[src/rtl/gigex_rx_cmd_controller_pkg.sv]
// Shared definitions for the GigEx receive command path: framing constants,
// the receive FSM state type, the buffered command word layout and a header check.
package gigex_rx_cmd_controller_pkg;

  localparam logic [3:0] HDR_SYNC    = 4'hC;
  localparam int         CMD_LEN     = 32;
  localparam int         FRAME_BYTES = 5;

  typedef enum logic {
    IDLE,
    PAYLOAD
  } rx_state_e;

  // One buffered command: target module alongside the assembled word.
  typedef struct packed {
    logic [1:0]         module_idx;
    logic [CMD_LEN-1:0] data;
  } cmd_word_t;

  // A header is valid when it carries the sync nibble, zero reserved bits
  // and addresses an existing frontend module.
  function automatic logic hdr_ok(input logic [7:0] hdr, input int unsigned nmod);
    return (hdr[7:4] == HDR_SYNC) && (hdr[3:2] == 2'b00) && ({30'd0, hdr[1:0]} < nmod);
  endfunction

endpackage

[src/rtl/gigex_rx_cmd_controller_cmd_sync_fifo.sv]
// Single-clock first-word-fall-through FIFO with occupancy count. The caller
// guarantees wr_en_i never fires on a full FIFO without a same-cycle read and
// rd_en_i never fires on an empty one.
module cmd_sync_fifo #(
  parameter int WIDTH = 34,
  parameter int DEPTH = 8,
  localparam int AW   = $clog2(DEPTH)
) (
  input  logic             clk,
  input  logic             rst_n,
  input  logic             wr_en_i,
  input  logic [WIDTH-1:0] wr_data_i,
  input  logic             rd_en_i,
  output logic [WIDTH-1:0] rd_data_o,
  output logic             empty_o,
  output logic             full_o,
  output logic [AW:0]      count_o
);

  logic [WIDTH-1:0] mem_q [DEPTH];
  logic [AW-1:0]    wr_ptr_q;
  logic [AW-1:0]    rd_ptr_q;
  logic [AW:0]      count_q;

  // Storage array: written on push, never reset.
  // NOTE: the array is left out of reset on purpose; occupancy is tracked by
  // count_q, so stale contents are never presented and no reset fan-out is needed.
  always_ff @(posedge clk) begin
    if (wr_en_i) mem_q[wr_ptr_q] <= wr_data_i;
  end

  // Pointer and occupancy bookkeeping; pointers wrap naturally (DEPTH is a power of 2).
  always_ff @(posedge clk or negedge rst_n) begin
    if (!rst_n) begin
      wr_ptr_q <= '0;
      rd_ptr_q <= '0;
      count_q  <= '0;
    end else begin
      if (wr_en_i) wr_ptr_q <= wr_ptr_q + 1'b1;
      if (rd_en_i) rd_ptr_q <= rd_ptr_q + 1'b1;
      case ({wr_en_i, rd_en_i})
        2'b10:   count_q <= count_q + 1'b1;
        2'b01:   count_q <= count_q - 1'b1;
        default: count_q <= count_q;
      endcase
    end
  end

  assign rd_data_o = mem_q[rd_ptr_q];
  assign empty_o   = (count_q == '0);
  assign full_o    = (count_q == (AW+1)'(DEPTH));
  assign count_o   = count_q;

endmodule

[src/rtl/gigex_rx_cmd_controller.sv]
// GigEx Rx byte stream to framed 32-bit module commands. Bytes are registered,
// framed by a two-state FSM, assembled MSB first, buffered in a FWFT FIFO and
// presented as a valid/ready stream. The Rx full flag throttles GigEx.
module gigex_rx_cmd_controller
  import gigex_rx_cmd_controller_pkg::*;
#(
  parameter int          CHANNEL  = 3,
  parameter int          DEPTH    = 8,
  parameter int          TIMEOUT  = 1024,
  parameter int unsigned NMODULES = 4
) (
  input  logic        clk,
  input  logic        rst_n,
  input  logic [7:0]  q_i,
  input  logic        n_rx_i,
  input  logic [2:0]  rc_i,
  output logic [7:0]  n_rf_o,
  output logic [31:0] cmd_data_o,
  output logic [1:0]  cmd_module_o,
  output logic        cmd_valid_o,
  input  logic        cmd_ready_i,
  output logic        frame_err_o,
  output logic [15:0] frame_cnt_o,
  output logic [15:0] err_cnt_o
);

  localparam int AW = $clog2(DEPTH);
  localparam int TW = $clog2(TIMEOUT + 1);

  logic [7:0]  q_q;
  logic        n_rx_q;
  logic [2:0]  rc_q;

  rx_state_e   state_q;
  logic [1:0]  idx_q;
  logic [1:0]  module_q;
  logic [23:0] shift_q;
  logic [TW-1:0] to_cnt_q;
  logic        push_q;
  cmd_word_t   push_word_q;
  logic        frame_err_q;
  logic [15:0] frame_cnt_q;
  logic [15:0] err_cnt_q;
  logic [7:0]  n_rf_q;

  cmd_word_t   fifo_rd_word;
  logic        fifo_empty;
  logic        fifo_full;
  logic [AW:0] fifo_count;

  logic        accept;
  logic        pop;
  logic        push_ok;
  logic        overflow;

  assign accept   = !n_rx_q && (rc_q == 3'(CHANNEL));
  assign pop      = cmd_valid_o && cmd_ready_i;
  assign push_ok  = push_q && (!fifo_full || pop);
  assign overflow = push_q && fifo_full && !pop;

  // Input capture: every decision below uses these registered copies.
  // NOTE: sequential state uses non-blocking assignments only, so every
  // register samples the pre-edge value of its neighbours.
  always_ff @(posedge clk or negedge rst_n) begin
    if (!rst_n) begin
      q_q    <= '0;
      n_rx_q <= 1'b1;
      rc_q   <= '0;
    end else begin
      q_q    <= q_i;
      n_rx_q <= n_rx_i;
      rc_q   <= rc_i;
    end
  end

  // Framing FSM: header check, payload shift, idle timeout, push request and error pulse.
  always_ff @(posedge clk or negedge rst_n) begin
    if (!rst_n) begin
      state_q     <= IDLE;
      idx_q       <= '0;
      module_q    <= '0;
      shift_q     <= '0;
      to_cnt_q    <= '0;
      push_q      <= 1'b0;
      push_word_q <= '0;
      frame_err_q <= 1'b0;
    end else begin
      push_q      <= 1'b0;
      frame_err_q <= overflow;
      unique case (state_q)
        IDLE: begin
          to_cnt_q <= '0;
          if (accept) begin
            if (hdr_ok(q_q, NMODULES)) begin
              state_q  <= PAYLOAD;
              idx_q    <= '0;
              module_q <= q_q[1:0];
            end else begin
              frame_err_q <= 1'b1;
            end
          end
        end
        PAYLOAD: begin
          if (accept) begin
            to_cnt_q <= '0;
            shift_q  <= {shift_q[15:0], q_q};
            if (idx_q == 2'(FRAME_BYTES - 2)) begin
              push_q      <= 1'b1;
              push_word_q <= '{module_idx: module_q, data: {shift_q, q_q}};
              state_q     <= IDLE;
            end else begin
              idx_q <= idx_q + 1'b1;
            end
          end else if (to_cnt_q == TW'(TIMEOUT - 1)) begin
            frame_err_q <= 1'b1;
            to_cnt_q    <= '0;
            state_q     <= IDLE;
          end else begin
            to_cnt_q <= to_cnt_q + 1'b1;
          end
        end
        default: state_q <= IDLE;
      endcase
    end
  end

  // Saturating statistics: successful pushes and error pulses.
  always_ff @(posedge clk or negedge rst_n) begin
    if (!rst_n) begin
      frame_cnt_q <= '0;
      err_cnt_q   <= '0;
    end else begin
      if (push_ok && (frame_cnt_q != 16'hFFFF)) frame_cnt_q <= frame_cnt_q + 1'b1;
      if (frame_err_q && (err_cnt_q != 16'hFFFF)) err_cnt_q <= err_cnt_q + 1'b1;
    end
  end

  // Rx full flag: our channel reads not-full only while two or more entries are free.
  always_ff @(posedge clk or negedge rst_n) begin
    if (!rst_n) begin
      n_rf_q <= '0;
    end else begin
      n_rf_q          <= '0;
      n_rf_q[CHANNEL] <= (fifo_count <= (AW+1)'(DEPTH - 2));
    end
  end

  cmd_sync_fifo #(
    .WIDTH ($bits(cmd_word_t)),
    .DEPTH (DEPTH)
  ) u_fifo (
    .clk       (clk),
    .rst_n     (rst_n),
    .wr_en_i   (push_ok),
    .wr_data_i (push_word_q),
    .rd_en_i   (pop),
    .rd_data_o (fifo_rd_word),
    .empty_o   (fifo_empty),
    .full_o    (fifo_full),
    .count_o   (fifo_count)
  );

  assign cmd_valid_o  = !fifo_empty;
  assign cmd_data_o   = cmd_valid_o ? fifo_rd_word.data : '0;
  assign cmd_module_o = cmd_valid_o ? fifo_rd_word.module_idx : '0;
  assign frame_err_o  = frame_err_q;
  assign frame_cnt_o  = frame_cnt_q;
  assign err_cnt_o    = err_cnt_q;
  assign n_rf_o       = n_rf_q;

endmodule

[config.mk]
export PLATFORM = sky130hd
export DESIGN_NAME = gigex_rx_cmd_controller
export DESIGN_NICKNAME = d
export VERILOG_FILES = /design/src/rtl/gigex_rx_cmd_controller_pkg.sv /design/src/rtl/gigex_rx_cmd_controller_cmd_sync_fifo.sv /design/src/rtl/gigex_rx_cmd_controller.sv
export SDC_FILE = /design/constraint.sdc
export NUM_CORES = 1
export LEC_CHECK = 0
export CAP_MARGIN = 20
export CORE_MARGIN = 2
export CORE_UTILIZATION = 45
export DETAILED_ROUTE_END_ITERATION = 8
export GPL_TIMING_DRIVEN = 1
export PLACE_DENSITY = 0.71
export SLEW_MARGIN = 20
export SYNTH_ARGS = -nofsm -noshare
export SYNTH_HDL_FRONTEND = slang
export SYNTH_HIERARCHICAL = 1
export SYNTH_SLANG_ARGS = --single-unit
[constraint.sdc]
create_clock -name clk -period 7.9 [get_ports clk]
set_input_delay 1.185 -clock clk [delete_from_list [all_inputs] [get_ports clk]]
set_output_delay 1.185 -clock clk [all_outputs]
set_load 0.05 [all_outputs]
==> impl_metrics.py <==
metrics = {
    "run_status": {
        "outcome": "finished clean",
    },
    "global_route": {
        "grt_pass1_vias": 8218,
        "grt_overflow_total": 0,
        "grt_pass1_wl_um": 46900,
        "grt_use_total_pct": 16.7,
        "grt_max_degree": 79,
        "antenna_found_initial": 0,
    },
    "clock_tree": {
        "htreeDepth": 2,
        "cts.sinks": 403,
        "clk_path_buf_depth": 3,
        "cts_hold_buf": 0,
        "clockRootBuffer": "clkbuf_16",
        "cts.clk_slew.worst_paths_ns": 0.06,
        "postCtsSetupBuffers": 0,
        "ctsResizeCount": 0,
        "cts_tree": "built",
        "numCtsBuffers": 41,
        "clock_latency_ns": 0.53,
    },
    "detailed_routing": {
        "dr.pass1.iters": 4,
        "finalWirelength_um": 29700,
        "wl_per_cell_um": 20.5,
        "ant_nets": 0,
        "vias": 7832,
        "drc": 0,
        "viasPerCell": 5.40,
        "drt_iter0_markers": 507,
    },
    "cells_and_area": {
        "antenna_cells": 0,
        "area_delta_synth_final_pct": 17.1,
        "nets": 981,
        "nFillCells": 2695,
        "regArea_um2": 11500,
        "layout_common_cells": "edfxtp_1, dfrtp_1, mux2_2, clkdlybuf4s50_1, mux4_2",
        "mostFrequentLayoutCell": "edfxtp_1",
        "final_util_pct": 53.0,
        "drive_above_1_share_pct": 26.7,
        "multi_input_area_um2": 4350,
    },
    "sta": {
        "hold_violations": 0,
        "fin_crit_sh_pct": 64.6,
        "finalSetupTns_ns": 0,
        "setup_viol_count_final": 0,
        "fin_ws_ns": 2.80,
        "fin_skew_ns": 0.0186,
        "rsz0062_at_grt": "false",
        "slew_headroom_pct": 32.1,
        "period_needed_ns": 5.10,
        "max_slew.worst_pin.slew_ns": 1.02,
        "slew_violations": 0,
        "fmax_ghz": 0.196,
    },
    "logic_synthesis": {
        "synth_top_area_share_pct": 51.1,
        "yosys_warnings": 6,
        "syn_avg_cell_area_um2": 18.8,
        "synth_cells": 852,
        "synth_edf_count": 272,
        "synth-seq-cells": 403,
        "synthTopCellsByArea": "edfxtp_1, dfrtp_1, mux4_2",
        "async_reset_ff_share_pct": 32.5,
        "synth_ff_type": "edfxtp_1",
        "ys_seq_area_share_pct": 71.6,
        "synth_largest_area_cell": "edfxtp_1",
        "synth_area_um2": 16000,
        "yosysUniqueCellTypes": 52,
    },
    "die": {
        "dieWidth_um": 193,
        "core_um2": 35300,
        "die_y_um": 193,
        "initial_core_util_pct": 45.3,
        "die-area_um2": 37100,
        "io_pins": 91,
        "rows": 69,
    },
    "place": {
        "gp_congestion": 0.761,
        "dpl.hpwl_um": 16300,
        "io_buffers": 83,
        "post-place-ws_ns": 3.28,
    },
    "worst_setup_path": {
        "cp.arrival_ns": 3.92,
        "critical_path.startpoint_type": "flop",
        "crit_required_ns": 6.71,
        "cp_max_fo": 44,
        "r2r.worst_path.cells": 10,
        "criticalPathCategory": "flop to output port",
        "end_kind": "output port",
    },
    "pwr": {
        "ir_drop_v": 0.000215,
        "cellPowerDensity_nw_per_um2": 278,
        "cellLeakagePower_nw": 6.41,
    },
    "hold_path": {
        "holdPathStages": 1,
        "hp-class": "flop to flop",
    },
    "job": {
        "maxCapViolCount": 0,
    },
}
-- layer usage --
metal	track usage [%]	up-vias	part of all wire, %
li1	-	3524	-
met1	23.7	4083	45
met2	27.2	188	49
met3	2.82	37	4.9
met4	4.11	0	1.5
met5	0	-	0
-- flip-flops by register name, indices dropped and copies added (netlist names), 2 cells and up --
name,flops
u_fifo/mem_q,272
push_word_q,34
shift_q,24
err_cnt_o,16
frame_cnt_o,16
to_cnt_q,11
q_q,8
u_fifo/count_o,4
rc_q,3
u_fifo/rd_ptr_q,3
u_fifo/wr_ptr_q,3
idx_q,2
module_q,2
-- final timing paths --
path	start	endpoint	slack, ns
setup / recovery	u_fifo/rd_ptr_q[0]	cmd_data_o[8]	2.80
hold / removal	to_cnt_q[0]	to_cnt_q[0]	0.45
setup reg to reg	u_fifo/count_o[1]	u_fifo/count_o[3]	5.04
hold reg to reg	to_cnt_q[0]	to_cnt_q[0]	0.45
max in group asynchronous	rst_n	u_fifo/rd_ptr_q[0]	5.96
min in group asynchronous	rst_n	err_cnt_o[3]	0.68
-- through the flow --
| step | std cells | instance area (um2) | power, mW | hold slack [ns] |
|---|---|---|---|---|
| final | 1451 | 18700 | 5.21 | 0.449 |
| after global routing | 1451 | 18700 | 5.41 | 0.479 |
| after CTS | 1450 | 18700 | 5.28 | 0.455 |
| after detailed placement | 1374 | 17300 | 3.38 | 0.448 |
| after global placement | 1374 | 17300 | 3.37 | 0.435 |
| after floorplan | 858 | 16000 | 3.13 | 0.424 |
-- power by group --
| part | switching [mW] | internal, mW |
|---|---|---|
| Combinational | 0.544 | 0.385 |
| Clock | 0.781 | 1.11 |
| Sequential | 0.115 | 2.28 |
-- kinds of logic after synthesis --
family | after synthesis | synth area share [%]
flip-flops | 403 | 71.6
multiplexers | 168 | 16.9
AND/OR/NAND/NOR | 151 | 5.37
buffers and inverters | 49 | 1.74
XOR/XNOR | 46 | 2.52
AO/OA/AOI/OAI | 25 | 1.18
adder cells (fa/ha/maj) | 9 | 0.704
other | 1 | 0.0234
-- worst max-delay path, stage by stage (launching register included) --
cell	delay (ns)
dfrtp_4	1.02
buf_4	0.60
mux4_2	0.59
mux2_2	0.30
nor2b_1	0.14
clkdlybuf4s50_1	0.71
-- cell type report --
class / count / share of cell area [%]
inverters: 7 / 0.140
clock buffers: 59 / 6.28
well taps: 461 / 3.08
repair buffers: 98 / 5.15
multi-input cells: 406 / 23.3
flip-flops and latches: 403 / 61.2
clock inverters: 17 / 0.922
-- cells in the mapped netlist, types with 2 or more instances --
| cell | number |
|---|---|
| edfxtp_1 | 272 |
| dfrtp_1 | 130 |
| mux2_2 | 89 |
| mux4_2 | 68 |
| nor2b_1 | 34 |
| xnor2_1 | 31 |
| nor2_1 | 23 |
| nand2_1 | 21 |
| buf_2 | 17 |
| nand4_1 | 17 |
| xor2_1 | 15 |
| clkbuf_1 | 13 |
| and3_1 | 11 |
| mux2_4 | 11 |
| nand3_1 | 10 |
| ha_1 | 9 |
| nor3_1 | 9 |
| o211ai_1 | 8 |
| buf_4 | 7 |
| inv_1 | 7 |
| nand2b_1 | 5 |
| and4_1 | 4 |
| o2111ai_1 | 4 |
| and2_1 | 3 |
| a21oi_1 | 2 |
| a31oi_1 | 2 |
| buf_12 | 2 |
| buf_6 | 2 |
| nor4_1 | 2 |
| o21a_1 | 2 |
(Power assumes the default switching activity.)
